===== config.mk =====
export PLATFORM = sky130hd
export DESIGN_NAME = multicycle_core
export DESIGN_NICKNAME = d
export VERILOG_FILES = /design/src/rtl/multicycle_core.sv
export SDC_FILE = /design/constraint.sdc
export NUM_CORES = 2
export LEC_CHECK = 0
export BUFFER_PORTS_ARGS = -buffer_cell sky130_fd_sc_hd__buf_2
export CELL_PAD_IN_SITES_DETAIL_PLACEMENT = 0
export CELL_PAD_IN_SITES_GLOBAL_PLACEMENT = 1
export CORE_MARGIN = 2
export CORE_UTILIZATION = 30
export CTS_BUF_LIST = sky130_fd_sc_hd__clkbuf_16
export DETAILED_ROUTE_END_ITERATION = 10
export GPL_ROUTABILITY_DRIVEN = 0
export GPL_TIMING_DRIVEN = 0
export PLACE_DENSITY = 0.62
export SETUP_SLACK_MARGIN = 0.1
export SLEW_MARGIN = 5
export SYNTH_ARGS = -nofsm -noshare
export SYNTH_HDL_FRONTEND = slang
export SYNTH_SLANG_ARGS = --single-unit

===== constraint.sdc =====
create_clock -name clk -period 8.8 [get_ports clk]
set_input_delay 1.76 -clock clk [delete_from_list [all_inputs] [get_ports clk]]
set_output_delay 1.76 -clock clk [all_outputs]
set_load 0.01 [all_outputs]

===== src/rtl/multicycle_core.sv =====
// Multi-cycle RV32I-subset core (ADD/SUB/ADDI/LW/SW/BEQ/BNE/JAL/EBREAK); 3-5 cycles per instruction with zero-wait memories.
// Memories are req/ack: a request is held with stable address/data until ack, so any memory latency is absorbed.
module multicycle_core #(
    parameter int               WIDTH    = 32,
    parameter int               NREGS    = 32,
    parameter logic [WIDTH-1:0] RESET_PC = '0
) (
    input  logic             clk,
    input  logic             rst,
    output logic             imem_req,
    output logic [WIDTH-1:0] imem_addr,
    input  logic [31:0]      imem_rdata,
    input  logic             imem_ack,
    output logic             dmem_req,
    output logic             dmem_we,
    output logic [WIDTH-1:0] dmem_addr,
    output logic [WIDTH-1:0] dmem_wdata,
    input  logic [WIDTH-1:0] dmem_rdata,
    input  logic             dmem_ack,
    output logic [WIDTH-1:0] a0,
    output logic             halted,
    output logic             illegal
);

    localparam int AW     = (NREGS > 1) ? $clog2(NREGS) : 1;
    localparam int A0_IDX = 10 % NREGS;

    typedef enum logic [2:0] {S_FETCH, S_DECODE, S_EXEC, S_MEM, S_WB, S_HALT} state_t;
    typedef enum logic [2:0] {K_ADD, K_SUB, K_ADDI, K_LW, K_SW, K_BEQ, K_BNE, K_JAL} kind_t;

    state_t           state_q;
    kind_t            kind_q;
    kind_t            kind_d;
    logic [31:0]      instr_q;
    logic [WIDTH-1:0] pc_q;
    logic [WIDTH-1:0] opa_q;
    logic [WIDTH-1:0] opb_q;
    logic [WIDTH-1:0] imm_q;
    logic [WIDTH-1:0] result_q;
    logic [AW-1:0]    rd_q;
    logic             imem_req_q;
    logic             dmem_req_q;
    logic             dmem_we_q;
    logic [WIDTH-1:0] dmem_addr_q;
    logic [WIDTH-1:0] dmem_wdata_q;
    logic             halted_q;
    logic             illegal_q;
    logic [WIDTH-1:0] rf_q [NREGS];

    logic [6:0]       opcode;
    logic [2:0]       funct3;
    logic [6:0]       funct7;
    logic [AW-1:0]    rs1_idx;
    logic [AW-1:0]    rs2_idx;
    logic [AW-1:0]    rd_idx;
    logic [31:0]      imm32;
    logic [WIDTH-1:0] imm_d;
    logic             illegal_d;
    logic             ebreak_d;
    logic [WIDTH-1:0] pc_plus4;
    logic             taken;

    assign opcode   = instr_q[6:0];
    assign funct3   = instr_q[14:12];
    assign funct7   = instr_q[31:25];
    assign rs1_idx  = instr_q[15 +: AW];
    assign rs2_idx  = instr_q[20 +: AW];
    assign rd_idx   = instr_q[7 +: AW];
    assign imm_d    = WIDTH'($signed(imm32));
    assign pc_plus4 = pc_q + WIDTH'(4);
    assign taken    = (kind_q == K_BEQ) ? (opa_q == opb_q) : (opa_q != opb_q);

    always_comb begin
        kind_d    = K_ADD;
        illegal_d = 1'b0;
        ebreak_d  = 1'b0;
        imm32     = '0;
        case (opcode)
            7'b0110011: begin
                if (funct3 == 3'b000 && funct7 == 7'b0000000)      kind_d = K_ADD;
                else if (funct3 == 3'b000 && funct7 == 7'b0100000) kind_d = K_SUB;
                else                                                illegal_d = 1'b1;
            end
            7'b0010011: begin
                imm32     = {{20{instr_q[31]}}, instr_q[31:20]};
                kind_d    = K_ADDI;
                illegal_d = (funct3 != 3'b000);
            end
            7'b0000011: begin
                imm32     = {{20{instr_q[31]}}, instr_q[31:20]};
                kind_d    = K_LW;
                illegal_d = (funct3 != 3'b010);
            end
            7'b0100011: begin
                imm32     = {{20{instr_q[31]}}, instr_q[31:25], instr_q[11:7]};
                kind_d    = K_SW;
                illegal_d = (funct3 != 3'b010);
            end
            7'b1100011: begin
                imm32 = {{19{instr_q[31]}}, instr_q[31], instr_q[7], instr_q[30:25],
                         instr_q[11:8], 1'b0};
                if (funct3 == 3'b000)      kind_d = K_BEQ;
                else if (funct3 == 3'b001) kind_d = K_BNE;
                else                       illegal_d = 1'b1;
            end
            7'b1101111: begin
                imm32  = {{11{instr_q[31]}}, instr_q[31], instr_q[19:12], instr_q[20],
                          instr_q[30:21], 1'b0};
                kind_d = K_JAL;
            end
            7'b1110011: begin
                if (instr_q == 32'h0010_0073) ebreak_d  = 1'b1;
                else                          illegal_d = 1'b1;
            end
            default: illegal_d = 1'b1;
        endcase
    end

    always_ff @(posedge clk or negedge rst) begin
        if (!rst) begin
            state_q      <= S_FETCH;
            kind_q       <= K_ADD;
            instr_q      <= '0;
            pc_q         <= RESET_PC;
            opa_q        <= '0;
            opb_q        <= '0;
            imm_q        <= '0;
            result_q     <= '0;
            rd_q         <= '0;
            imem_req_q   <= 1'b0;
            dmem_req_q   <= 1'b0;
            dmem_we_q    <= 1'b0;
            dmem_addr_q  <= '0;
            dmem_wdata_q <= '0;
            halted_q     <= 1'b0;
            illegal_q    <= 1'b0;
            for (int i = 0; i < NREGS; i++) rf_q[i] <= '0;
        end else begin
            case (state_q)
                // The first cycle out of reset only raises the request; ack counts once req is visible.
                S_FETCH: begin
                    if (!imem_req_q) begin
                        imem_req_q <= 1'b1;
                    end else if (imem_ack) begin
                        instr_q    <= imem_rdata;
                        imem_req_q <= 1'b0;
                        state_q    <= S_DECODE;
                    end
                end
                S_DECODE: begin
                    opa_q  <= rf_q[rs1_idx];
                    opb_q  <= rf_q[rs2_idx];
                    imm_q  <= imm_d;
                    kind_q <= kind_d;
                    rd_q   <= rd_idx;
                    if (illegal_d) begin
                        halted_q  <= 1'b1;
                        illegal_q <= 1'b1;
                        state_q   <= S_HALT;
                    end else if (ebreak_d) begin
                        halted_q <= 1'b1;
                        state_q  <= S_HALT;
                    end else begin
                        state_q <= S_EXEC;
                    end
                end
                S_EXEC: begin
                    case (kind_q)
                        K_ADD:  begin result_q <= opa_q + opb_q; state_q <= S_WB; end
                        K_SUB:  begin result_q <= opa_q - opb_q; state_q <= S_WB; end
                        K_ADDI: begin result_q <= opa_q + imm_q; state_q <= S_WB; end
                        K_LW, K_SW: begin
                            dmem_addr_q  <= opa_q + imm_q;
                            dmem_wdata_q <= opb_q;
                            dmem_we_q    <= (kind_q == K_SW);
                            dmem_req_q   <= 1'b1;
                            state_q      <= S_MEM;
                        end
                        K_BEQ, K_BNE: begin
                            pc_q       <= taken ? (pc_q + imm_q) : pc_plus4;
                            imem_req_q <= 1'b1;
                            state_q    <= S_FETCH;
                        end
                        K_JAL: begin
                            result_q <= pc_plus4;
                            pc_q     <= pc_q + imm_q;
                            state_q  <= S_WB;
                        end
                        default: state_q <= S_HALT;
                    endcase
                end
                S_MEM: begin
                    if (dmem_ack) begin
                        dmem_req_q <= 1'b0;
                        dmem_we_q  <= 1'b0;
                        if (kind_q == K_LW) begin
                            result_q <= dmem_rdata;
                            state_q  <= S_WB;
                        end else begin
                            pc_q       <= pc_plus4;
                            imem_req_q <= 1'b1;
                            state_q    <= S_FETCH;
                        end
                    end
                end
                S_WB: begin
                    if (rd_q != '0) rf_q[rd_q] <= result_q;
                    if (kind_q != K_JAL) pc_q <= pc_plus4;
                    imem_req_q <= 1'b1;
                    state_q    <= S_FETCH;
                end
                S_HALT: ;
                default: state_q <= S_HALT;
            endcase
        end
    end

    assign imem_req   = imem_req_q;
    assign imem_addr  = pc_q;
    assign dmem_req   = dmem_req_q;
    assign dmem_we    = dmem_we_q;
    assign dmem_addr  = dmem_addr_q;
    assign dmem_wdata = dmem_wdata_q;
    assign a0         = rf_q[A0_IDX];
    assign halted     = halted_q;
    assign illegal    = illegal_q;

endmodule


==> out/qor.yml <==
finClkSkew_ps: 63.28
post_synth_edffs: 0
clock_tree.buffer_depth: 3
drt_first_iter_violations: 4848
worstSetupEndpointType: "flop"
design.final.nets: 5922
placed_instances: 8757
grt_usage_pct: 23.10
ctsHoldBuffers: 0
cellLeakagePower_nw: 36.14
syn_inst: 5359
die_area_sq_um: 244500
violations: "capacitance limit, slew limit"
avgRoutedWirePerCell_microns: 31.63
vias: 51572
synth.top_cells.by_area: "dfrtp_1 (45%), mux4_2 (20%), mux2_2 (16%)"
top_signal_layer_used: "met4"
crit_required_ps: 9450
avgSynthCellArea_sq_um: 13.47
power_density_nw_per_um2: 146.8
cts_setup_buffers: 0
wl_microns: 285600
min_from: "halted"
cts_buffers: 149
synthToLayoutAreaGrowth_pct: 13.87
capture_instance_of_the_worst_register_to_register_path: "opb_q[6]"
number_of_global_route_vias_before_repair: 51895
vias_per_cell: 5.711
asyncSetResetFlopFracSynth_pct: 100.0
antenna_violations_before_repair: 9
synth_ff_type: "dfrtp_1"
critical_path_class: "reg -> reg"
reg2reg_from: "instr_q[21]"
cts_resized: 0
grt.overflow.total: 0
timing.fmax_mhz: 198.6
post-synth-top-area-cell: "dfrtp_1"
routed-wl-met3_microns: 25520
timing.critical_path.fanout_max: 10
fin_crit_ps: 5034
drt_pass1_iterations: 7
synthDominantCellAreaShare_pct: 44.55
cp_data_arrival_time_ps: 5680
pin_count: 201
max_slew_headroom_at_the_worst_pin_pct: -6.957
place_area_sq_um: 77530
route.layer.met1.wl_microns: 121700
cts_htree_levels: 4
cts_tree: "yes"
clock_latency_ps: 840
coreArea_sq_um: 239900
ys_seq_elements: 1285
yosys-top-cells-count: "dfrtp_1 (1285), mux2_2 (1041), mux4_2 (640)"
whs_endpoint: "halted"
syn-cell-area_sq_um: 72180
mappedNetlistNets: 5556
fillerInstances: 23606
detailed_routed_wire_length_on_met2_microns: 126800
layout.cell_area.non_filler_sq_um: 82200
max_cap_violations: 5
floorplan.die.height_microns: 494.5
core.rowCount: 180
detailed_place_hpwl_microns: 208300
wire_length_of_the_first_global_routing_pass_microns: 401100
final_antenna_net_count: 0
clockRootBuffer: "clkbuf_16"
unrepaired_setup_endpoints_after_global_routing: "no"
final_cell_count_no_fill: 9030
portBuffers: 200
worst_setup_hold_path_clk_slew_ps: 60
cts_sinks: 1285
detail_route.drc_violations: 0
die_w_microns: 494.5
initial_core_util_pct: 30.09
final-max-slew-violation-count: 49
yosysWarningCount: 0
reg2reg_slack_ps: 3770
outcome: "complete, but fails checks"
timing.hold.worst_path_depth: 1
worst-slew-pin-transition_ps: 1604
hold_path.class: "reg -> reg"
totalNegativeSetupSlack_ps: 0
worstSetupStartpointType: "flop"
synth_sequential_area_ratio_pct: 44.55
synth_most_common_cell: "dfrtp_1"
post_route_clock_period_utilization_pct: 57.21
rr_worst_depth: 7
ys_types: 84
grt_start_max_net_pins: 153
layout-drive-gt1-share_pct: 38.22
report.final.setup_viol: 0
hold_viol: 0
worst_ir_drop_vdd_uv: 211.7
-- metal layers --
layer	global-route usage [%]	vias to the layer above
li1	-	21129
met1	31.46	27686
met2	35.27	2301
met3	6.112	456
met4	8.480	0
met5	0	-
-- metrics by stage --
stage / utilization (%) / total power (W) / setup slack, ps / hold slack, ps
final: 34.27 / 0.01207 / 3766 / 461.4
after global routing: 34.26 / 0.01243 / 3716 / 488.3
after CTS: 34.25 / 0.01216 / 3837 / 469.9
after detailed placement: 32.32 / 0.006191 / 3895 / 453.5
after global placement: 32.17 / 0.006181 / -23170 / 447.8
after floorplan: - / 0.006019 / 5614 / 441.3
-- cell type report --
cell class	instances	area (sq um)	share of cell area, %
diodes	5	12.51	0.01522
plain buffers	537	2240	2.725
clock buffers	151	3779	4.597
clock inverters	115	847.1	1.031
inverters	78	292.8	0.3562
multi-input cells	3459	37540	45.67
flip-flops and latches	1285	32160	39.12
well taps	3185	3985	4.848
repair buffers	215	1340	1.630
-- worst max-delay path, cell delays in order, from the launching register on --
cell and delay (ps):
dfrtp_1 320, clkbuf_1 570, clkbuf_1 1010, clkbuf_1 1130
mux4_2 440, mux4_2 520, mux2i_1 680, o21ai_0 150
-- where the power goes --
part	internal (W)	switching, W	total (W)
clock network	0.00326	0.00274	0.00599
logic	0.0000244	0.000141	0.000166
registers	0.00591	0	0.00591
total	0.00919	0.00288	0.0121
-- cells by family after synthesis --
logic type	share of synthesized area (%)
xor gates and xnor gates	1.347
buffers and inverters	3.441
DFF	44.55
and+or+nand+nor	4.701
muxes	37.18
AOI/OAI and AO/OA	6.506
adders and majority gates	2.278
-- registers in the layout, summed over array words and instances, names as in the netlist --
register / cells
imem_addr: 32
opb_q: 32
dmem_req: 1
dmem_wdata: 32
dmem_addr: 32
imm_q: 21
result_q: 32
opa_q: 32
rf_q: 992
dmem_we: 1
kind_q: 3
instr_q: 32
halted: 1
illegal: 1
rd_q: 5
imem_req: 1
a0: 32
state_q: 3
-- worst max path at each step --
| stage | slack (ps) | start | end | cells past startpoint |
|---|---|---|---|---|
| after global routing | 3720 | instr_q[20] | opb_q[17] | 7 |
| after detailed placement | 3900 | instr_q[20] | opb_q[7] | 7 |
| after CTS | 3840 | instr_q[20] | opb_q[7] | 7 |
| after global placement | -23170 | rst | a0[16] | 1 |
| after floorplan | 5610 | imm_q[30] | result_q[29] | 12 |
| final | 3770 | instr_q[21] | opb_q[6] | 7 |
-- placed cells by master, fill, tap and decap left out, types with 15 or more instances in the layout --
cell / instances
and3_1: 21
nor2b_1: 21
nand3_1: 82
a22oi_1: 19
dfrtp_1: 1284
o21ai_0: 251
ha_1: 125
nor2_1: 140
xor2_1: 34
o21bai_1: 26
inv_1: 117
mux2_2: 1041
a21o_1: 32
a21oi_1: 187
or3_1: 15
nor3_1: 41
buf_4: 36
mux2i_1: 70
nand4_1: 25
clkinv_1: 35
o31ai_1: 21
buf_1: 66
o211ai_1: 18
clkbuf_1: 358
mux4_2: 640
a31oi_1: 23
xnor2_1: 77
clkbuf_2: 24
clkbuf_16: 151
buf_2: 255
o221ai_1: 18
nand2b_1: 26
nand2_1: 282
nor4_1: 15
Note: power is estimated with default switching activity, not from simulation.
